==> src/rtl/adc_multich_avg_decimator.sv <==
// N-channel signed sample averager: sliding moving average or block average/decimate.
// Optional ADC_AVG_ROUND_EN: round half up before the shift and saturate to W bits.
module adc_multich_avg_decimator #(
  parameter int N_CH     = 4,
  parameter int W        = 16,
  parameter int LOG2_MAX = 4
) (
  input  logic                            clk,
  input  logic                            reset_n,
  input  logic                            enable,
  input  logic [$clog2(LOG2_MAX+1)-1:0]   len_log2,
  input  logic                            mode,
  input  logic                            in_valid,
  input  logic [N_CH*W-1:0]               in_data,
  output logic                            out_valid,
  output logic [N_CH*W-1:0]               out_data,
  output logic                            fill_done
);

  localparam int LW    = $clog2(LOG2_MAX+1);
  localparam int AW    = W + LOG2_MAX;
  localparam int PW    = LOG2_MAX;
  localparam int CW    = LOG2_MAX + 1;
  localparam int DEPTH = 1 << LOG2_MAX;

  logic [LW-1:0]     lat_len;
  logic              lat_mode;
  logic [LW-1:0]     lg;
  logic [CW-1:0]     len_l;
  logic [CW-1:0]     fill_cnt;
  logic [CW-1:0]     fill_n;
  logic [PW-1:0]     wr_ptr;
  logic [PW-1:0]     rd_ptr;
  logic [PW-1:0]     blk_cnt;
  logic              flush;
  logic              adv;
  logic              full;
  logic              blk_last;
  logic              fire;
  logic [N_CH*W-1:0] avg_all;

  // Outside a flush the live config equals the latch, so the latch drives all math.
  assign lg       = (lat_len > LW'(LOG2_MAX)) ? LW'(LOG2_MAX) : lat_len;
  assign len_l    = CW'(1) << lg;
  assign flush    = !enable || (len_log2 != lat_len) || (mode != lat_mode);
  assign adv      = in_valid && !flush;
  assign full     = (fill_cnt == len_l);
  assign fill_n   = full ? fill_cnt : fill_cnt + CW'(1);
  assign rd_ptr   = wr_ptr - len_l[PW-1:0];
  assign blk_last = ({1'b0, blk_cnt} == len_l - CW'(1));
  assign fire     = adv && (lat_mode ? blk_last : (fill_n == len_l));
  assign fill_done = !lat_mode && full;

  for (genvar c = 0; c < N_CH; c++) begin : g_ch
    logic signed [W-1:0]  hist [DEPTH];
    logic signed [W-1:0]  xn;
    logic signed [W-1:0]  xo;
    logic signed [AW-1:0] xe;
    logic signed [AW-1:0] oe;
    logic signed [AW-1:0] acc;
    logic signed [AW-1:0] acc_n;
    logic [W-1:0]         avg;

    assign xn = in_data[c*W +: W];
    assign xo = full ? hist[rd_ptr] : '0;
    assign xe = {{LOG2_MAX{xn[W-1]}}, xn};
    assign oe = {{LOG2_MAX{xo[W-1]}}, xo};

    always_comb begin
      acc_n = acc;
      if (lat_mode)
        acc_n = (blk_cnt == '0) ? xe : acc + xe;
      else
        acc_n = acc + xe - oe;
    end

`ifdef ADC_AVG_ROUND_EN
    localparam logic signed [AW:0] SMAX = (AW+1)'((1 << (W-1)) - 1);
    localparam logic signed [AW:0] SMIN = -SMAX - 1;
    logic signed [AW:0] ext;
    logic signed [AW:0] half;
    logic signed [AW:0] rs;
    logic signed [AW:0] q;

    assign ext  = {acc_n[AW-1], acc_n};
    assign half = ((AW+1)'(1) << lg) >> 1;
    assign rs   = ext + half;
    assign q    = rs >>> lg;

    always_comb begin
      avg = q[W-1:0];
      if (q > SMAX)
        avg = SMAX[W-1:0];
      else if (q < SMIN)
        avg = SMIN[W-1:0];
    end
`else
    assign avg = W'(acc_n >>> lg);
`endif

    assign avg_all[c*W +: W] = avg;

    always_ff @(posedge clk or negedge reset_n) begin
      if (!reset_n)
        acc <= '0;
      else if (flush)
        acc <= '0;
      else if (adv)
        acc <= acc_n;
    end

    always_ff @(posedge clk) begin
      if (adv && !lat_mode)
        hist[wr_ptr] <= xn;
    end
  end

  always_ff @(posedge clk or negedge reset_n) begin
    if (!reset_n) begin
      lat_len   <= '0;
      lat_mode  <= 1'b0;
      fill_cnt  <= '0;
      wr_ptr    <= '0;
      blk_cnt   <= '0;
      out_valid <= 1'b0;
      out_data  <= '0;
    end else begin
      lat_len   <= len_log2;
      lat_mode  <= mode;
      out_valid <= fire;
      if (flush) begin
        fill_cnt <= '0;
        wr_ptr   <= '0;
        blk_cnt  <= '0;
      end else if (adv) begin
        if (lat_mode) begin
          blk_cnt <= blk_last ? '0 : blk_cnt + PW'(1);
        end else begin
          wr_ptr   <= wr_ptr + PW'(1);
          fill_cnt <= fill_n;
        end
      end
      if (fire)
        out_data <= avg_all;
    end
  end

endmodule

==> config.mk <==
export PLATFORM = sky130hd
export DESIGN_NAME = adc_multich_avg_decimator
export DESIGN_NICKNAME = d
export VERILOG_FILES = /design/src/rtl/adc_multich_avg_decimator.sv
export SDC_FILE = /design/constraint.sdc
export NUM_CORES = 2
export LEC_CHECK = 0
export CAP_MARGIN = 20
export CORE_MARGIN = 5
export CORE_UTILIZATION = 23
export CTS_BUF_LIST = sky130_fd_sc_hd__clkbuf_2 sky130_fd_sc_hd__clkbuf_4 sky130_fd_sc_hd__clkbuf_8
export CTS_CLUSTER_SIZE = 10
export DETAILED_ROUTE_END_ITERATION = 12
export SLEW_MARGIN = 20
export SYNTH_ARGS = -nofsm -noshare
export SYNTH_HDL_FRONTEND = slang
export SYNTH_SLANG_ARGS = --single-unit
==> constraint.sdc <==
create_clock -name clk -period 6.75 [get_ports clk]
set_input_delay 0.675 -clock clk [delete_from_list [all_inputs] [get_ports clk]]
set_output_delay 0.675 -clock clk [all_outputs]
set_load 0.05 [all_outputs]
==> summary.txt <==
Final-report hold violation count -> 0
IO buf count -> 137
Area grow syn2layout -> 18.1%
Int Pwr -> 0.0124 W
Crit. End Element -> flip-flop
Final Power -> 0.0169 W
Drt drc -> 0
Predominant post-synthesis flop cell -> edfxtp_1
Worst Skew -> 0.0690 ns
TritonCTS Buffers -> 187
Fillers -> 25200
CTS root buf -> clkbuf_8
Startpoint Class -> flip-flop
Required time of the critical path -> 7.54 ns
Clk pwr share -> 0.378
Combinational share of power -> 0.142
Nets -> 4682
DR WL/cell -> 22.9 µm
CTS clk-pin slew, worst paths -> 0.06 ns
Detailed Routing Iterations Pass 1 -> 7
Via count -> 38200
Fin crit share -> 0.961
Initial DRC Count -> 3762
Commonest cells in the netlist -> 1024 x edfxtp_1, 483 x nand2_1, 280 x nor2_1
Top cell type's share of synthesized area -> 0.536
Synth Warn # -> 0
WL final -> 182000 µm
Sequential share of the synthesized area -> 0.607
Post-synth ARST share -> 0.137
Dpl hpwl -> 116000 µm
Flop pwr share -> 0.480
DP Worst Slack -> 0.197 ns
Share of layout cells above drive strength 1 -> 0.182
GPL Wtd Cong -> 0.897
Pwr dens -> 249 mW/mm²
Leak Pwr -> 23.7 nW
Clk_lat worst skew -> 0.94 ns
Core area -> 0.248 mm²
Die area -> 0.259 mm²
Mapped Avg Cell Area -> 13.7 µm²
Min-Delay Path Class -> input port to flip-flop
CTS sink cnt -> 1186
Die Height -> 509 µm
Clock Path Buffers -> 3
Flip-flop and latch count after synthesis -> 1186
Mapped Nets -> 4419
Top post-synthesis cells by area -> edfxtp_1 54%, mux4_2 10%, dfrtp_1 7.1%, ha_1 3.5%, nand2_1 3.2%
Vias/cell -> 4.81
I/O pin cnt -> 138
Vias in the first global route -> 38200
RSZ-0062 raised after global routing -> yes
Actual slew at the worst max-slew pin -> 1.02 ns
CTS tree -> yes
Initial Utilization -> 0.231
Worst-path fanout max -> 42
First-pass GRT wire length -> 264000 µm
Gr usage total -> 0.137
Die X -> 509 µm
Post-synth cell types -> 91
H-Tree Depth -> 4
Initial antenna violation count -> 22
Yosys top cell by area -> edfxtp_1
Final min period -> 6.48 ns
Relative slew slack -> 0.316
Net switching power -> 0.00453 W
Total gr overflow -> 0
Setup violators final -> 0
Routed Antenna Nets -> 0
Setup Crit Path Kind -> flip-flop to flip-flop
Max_cap viols -> 0
Most frequent cell after synthesis -> edfxtp_1
Max Freq -> 154 MHz
Largest net degree at the start of global routing -> 91
Status -> finished, final reports clean
Final critical-path setup slack -> 0.266 ns
Cell row count -> 183
Cell area after synthesis -> 0.0573 mm²
Slew Limit Fails -> 0
Synth Instances -> 4177
Sw Share -> 0.268
Post-synth EDFFs -> 1024
Maximum vdd drop -> 192 µV
Arrival time at the worst endpoint -> 7.27 ns
==> power groups by stage <==
stage | Sequential (W) | Clock, W | Combinational, W
3_3_place_gp | 0.00826 | 0 | 0.00237
6_report | 0.00810 | 0.00638 | 0.00240
5_1_grt | 0.00810 | 0.00687 | 0.00259
4_1_cts | 0.00811 | 0.00651 | 0.00240
3_5_place_dp | 0.00826 | 0 | 0.00239
2_1_floorplan | 0.00837 | 0 | 0.00135
==> registers in the layout (all words and copies together), names as in the netlist <==
register	flops
g_ch.hist	1024
out_valid	1
blk_cnt	4
lat_mode	1
lat_len	3
out_data	64
fill_cnt	5
wr_ptr	4
g_ch.acc	80
==> through the flow <==
step / instance area [µm²] / setup TNS [ns] / cells / hold slack, ns / utilization
global route: 67700 / -0.0995 / 7925 / 0.369 / 0.272
global placement: 63700 / 0 / 7579 / 0.460 / 0.256
detailed placement: 63700 / 0 / 7579 / 0.466 / 0.256
floorplan: 57300 / 0 / 4177 / 0.379 / -
CTS: 67600 / 0 / 7923 / 0.275 / 0.272
finish: 67700 / 0 / 7931 / 0.384 / 0.272
==> layer usage <==
| metal | wire, µm | global-route usage | vias to the layer above |
|---|---|---|---|
| li1 | - | - | 16800 |
| met1 | 74700 | 0.175 | 19600 |
| met2 | 87400 | 0.229 | 1436 |
| met3 | 11700 | 0.0241 | 350 |
| met4 | 7940 | 0.0582 | 12 |
| met5 | 81 | 0 | - |
==> critical path, stage by stage, from the launching register on <==
cell and delay (ns):
dfrtp_4 0.50, nor2_1 0.17, nand2_1 0.10, inv_1 0.13, ha_4 0.15, inv_1 0.05
fa_4 0.94, buf_4 0.56, mux4_2 0.40, nand2_1 0.08, nand2_1 0.06, o211ai_1 0.50
ha_1 0.41, a31oi_1 0.34, o221ai_1 0.24, a21o_1 0.27, a21oi_1 0.24, o41ai_1 0.09
nand3b_1 0.31, mux4_2 0.51, o21ai_0 0.19, nand2_1 0.07
==> cells in the final DEF, fill, tap and decap left out, drive strengths merged, types with 10 or more instances in the layout <==
master and instances:
and2 26, a21oi 182, a31oi 39, mux2 22, or2 15, o211ai 87, nor2b 27, xor2 38
nand4 16, o31a 11, dfrtp 162, o31ai 21, and3 18, clkdlybuf4s50 135, nor2 280, nor3 56
edfxtp 1024, o22ai 11, nor3b 18, a21o 60, mux2i 99, buf 168, a22o 10, o21a 49
a21boi 14, xnor2 73, nand2 483, o21ai 165, nand3 105, inv 99, nand2b 35, clkinv 57
or3 35, a211oi 81, ha 161, clkbuf 267, a221oi 11, mux4 262
==> cell families after synthesis <==
| logic type | Yosys count | share of synthesized area |
|---|---|---|
| AOI/OAI and AO/OA | 862 | 0.101 |
| xor gates and xnor gates | 113 | 0.0177 |
| adders and majority gates | 171 | 0.0385 |
| buffers and inverters | 319 | 0.0213 |
| DFF | 1186 | 0.607 |
| muxes | 383 | 0.125 |
| and+or+nand+nor | 1143 | 0.0896 |
==> cell type report <==
class | instances | area (µm²) | share of cell area
well taps | 3330 | 4170 | 0.0615
multi-input cells | 2672 | 21600 | 0.318
repair buffers | 305 | 2900 | 0.0429
clock buffers | 266 | 3250 | 0.0480
clock inverters | 77 | 663 | 0.00980
flip-flops and latches | 1186 | 34800 | 0.514
diodes | 7 | 17.5 | 0.000259
inverters | 88 | 330 | 0.00488
==> path summary, 6_finish.rpt <==
kind,startpoint,endpoint,slack (ns),cells past startpoint
worst max-delay path,lat_len[2],out_data[26],0.27,21
min in group asynchronous,reset_n,g_ch[0].acc[10],0.46,2
worst max register to register,lat_len[2],out_data[26],0.27,21
worst min register to register,out_data[50],out_data[50],0.47,2
worst min-delay path,in_valid,g_ch[0].acc[7],0.38,3
max in group asynchronous,reset_n,out_data[50],5.02,3
==> what timing repair did <==
action | 4_1_cts | 5_1_grt
hold buffers | 1 | 0
endpoints found under the setup margin | 0 | 10
setup buffers | 0 | 1
resized for setup | 0 | 5
endpoints found under the hold margin | 88 | 0
Power figures use the tool's default switching activity.
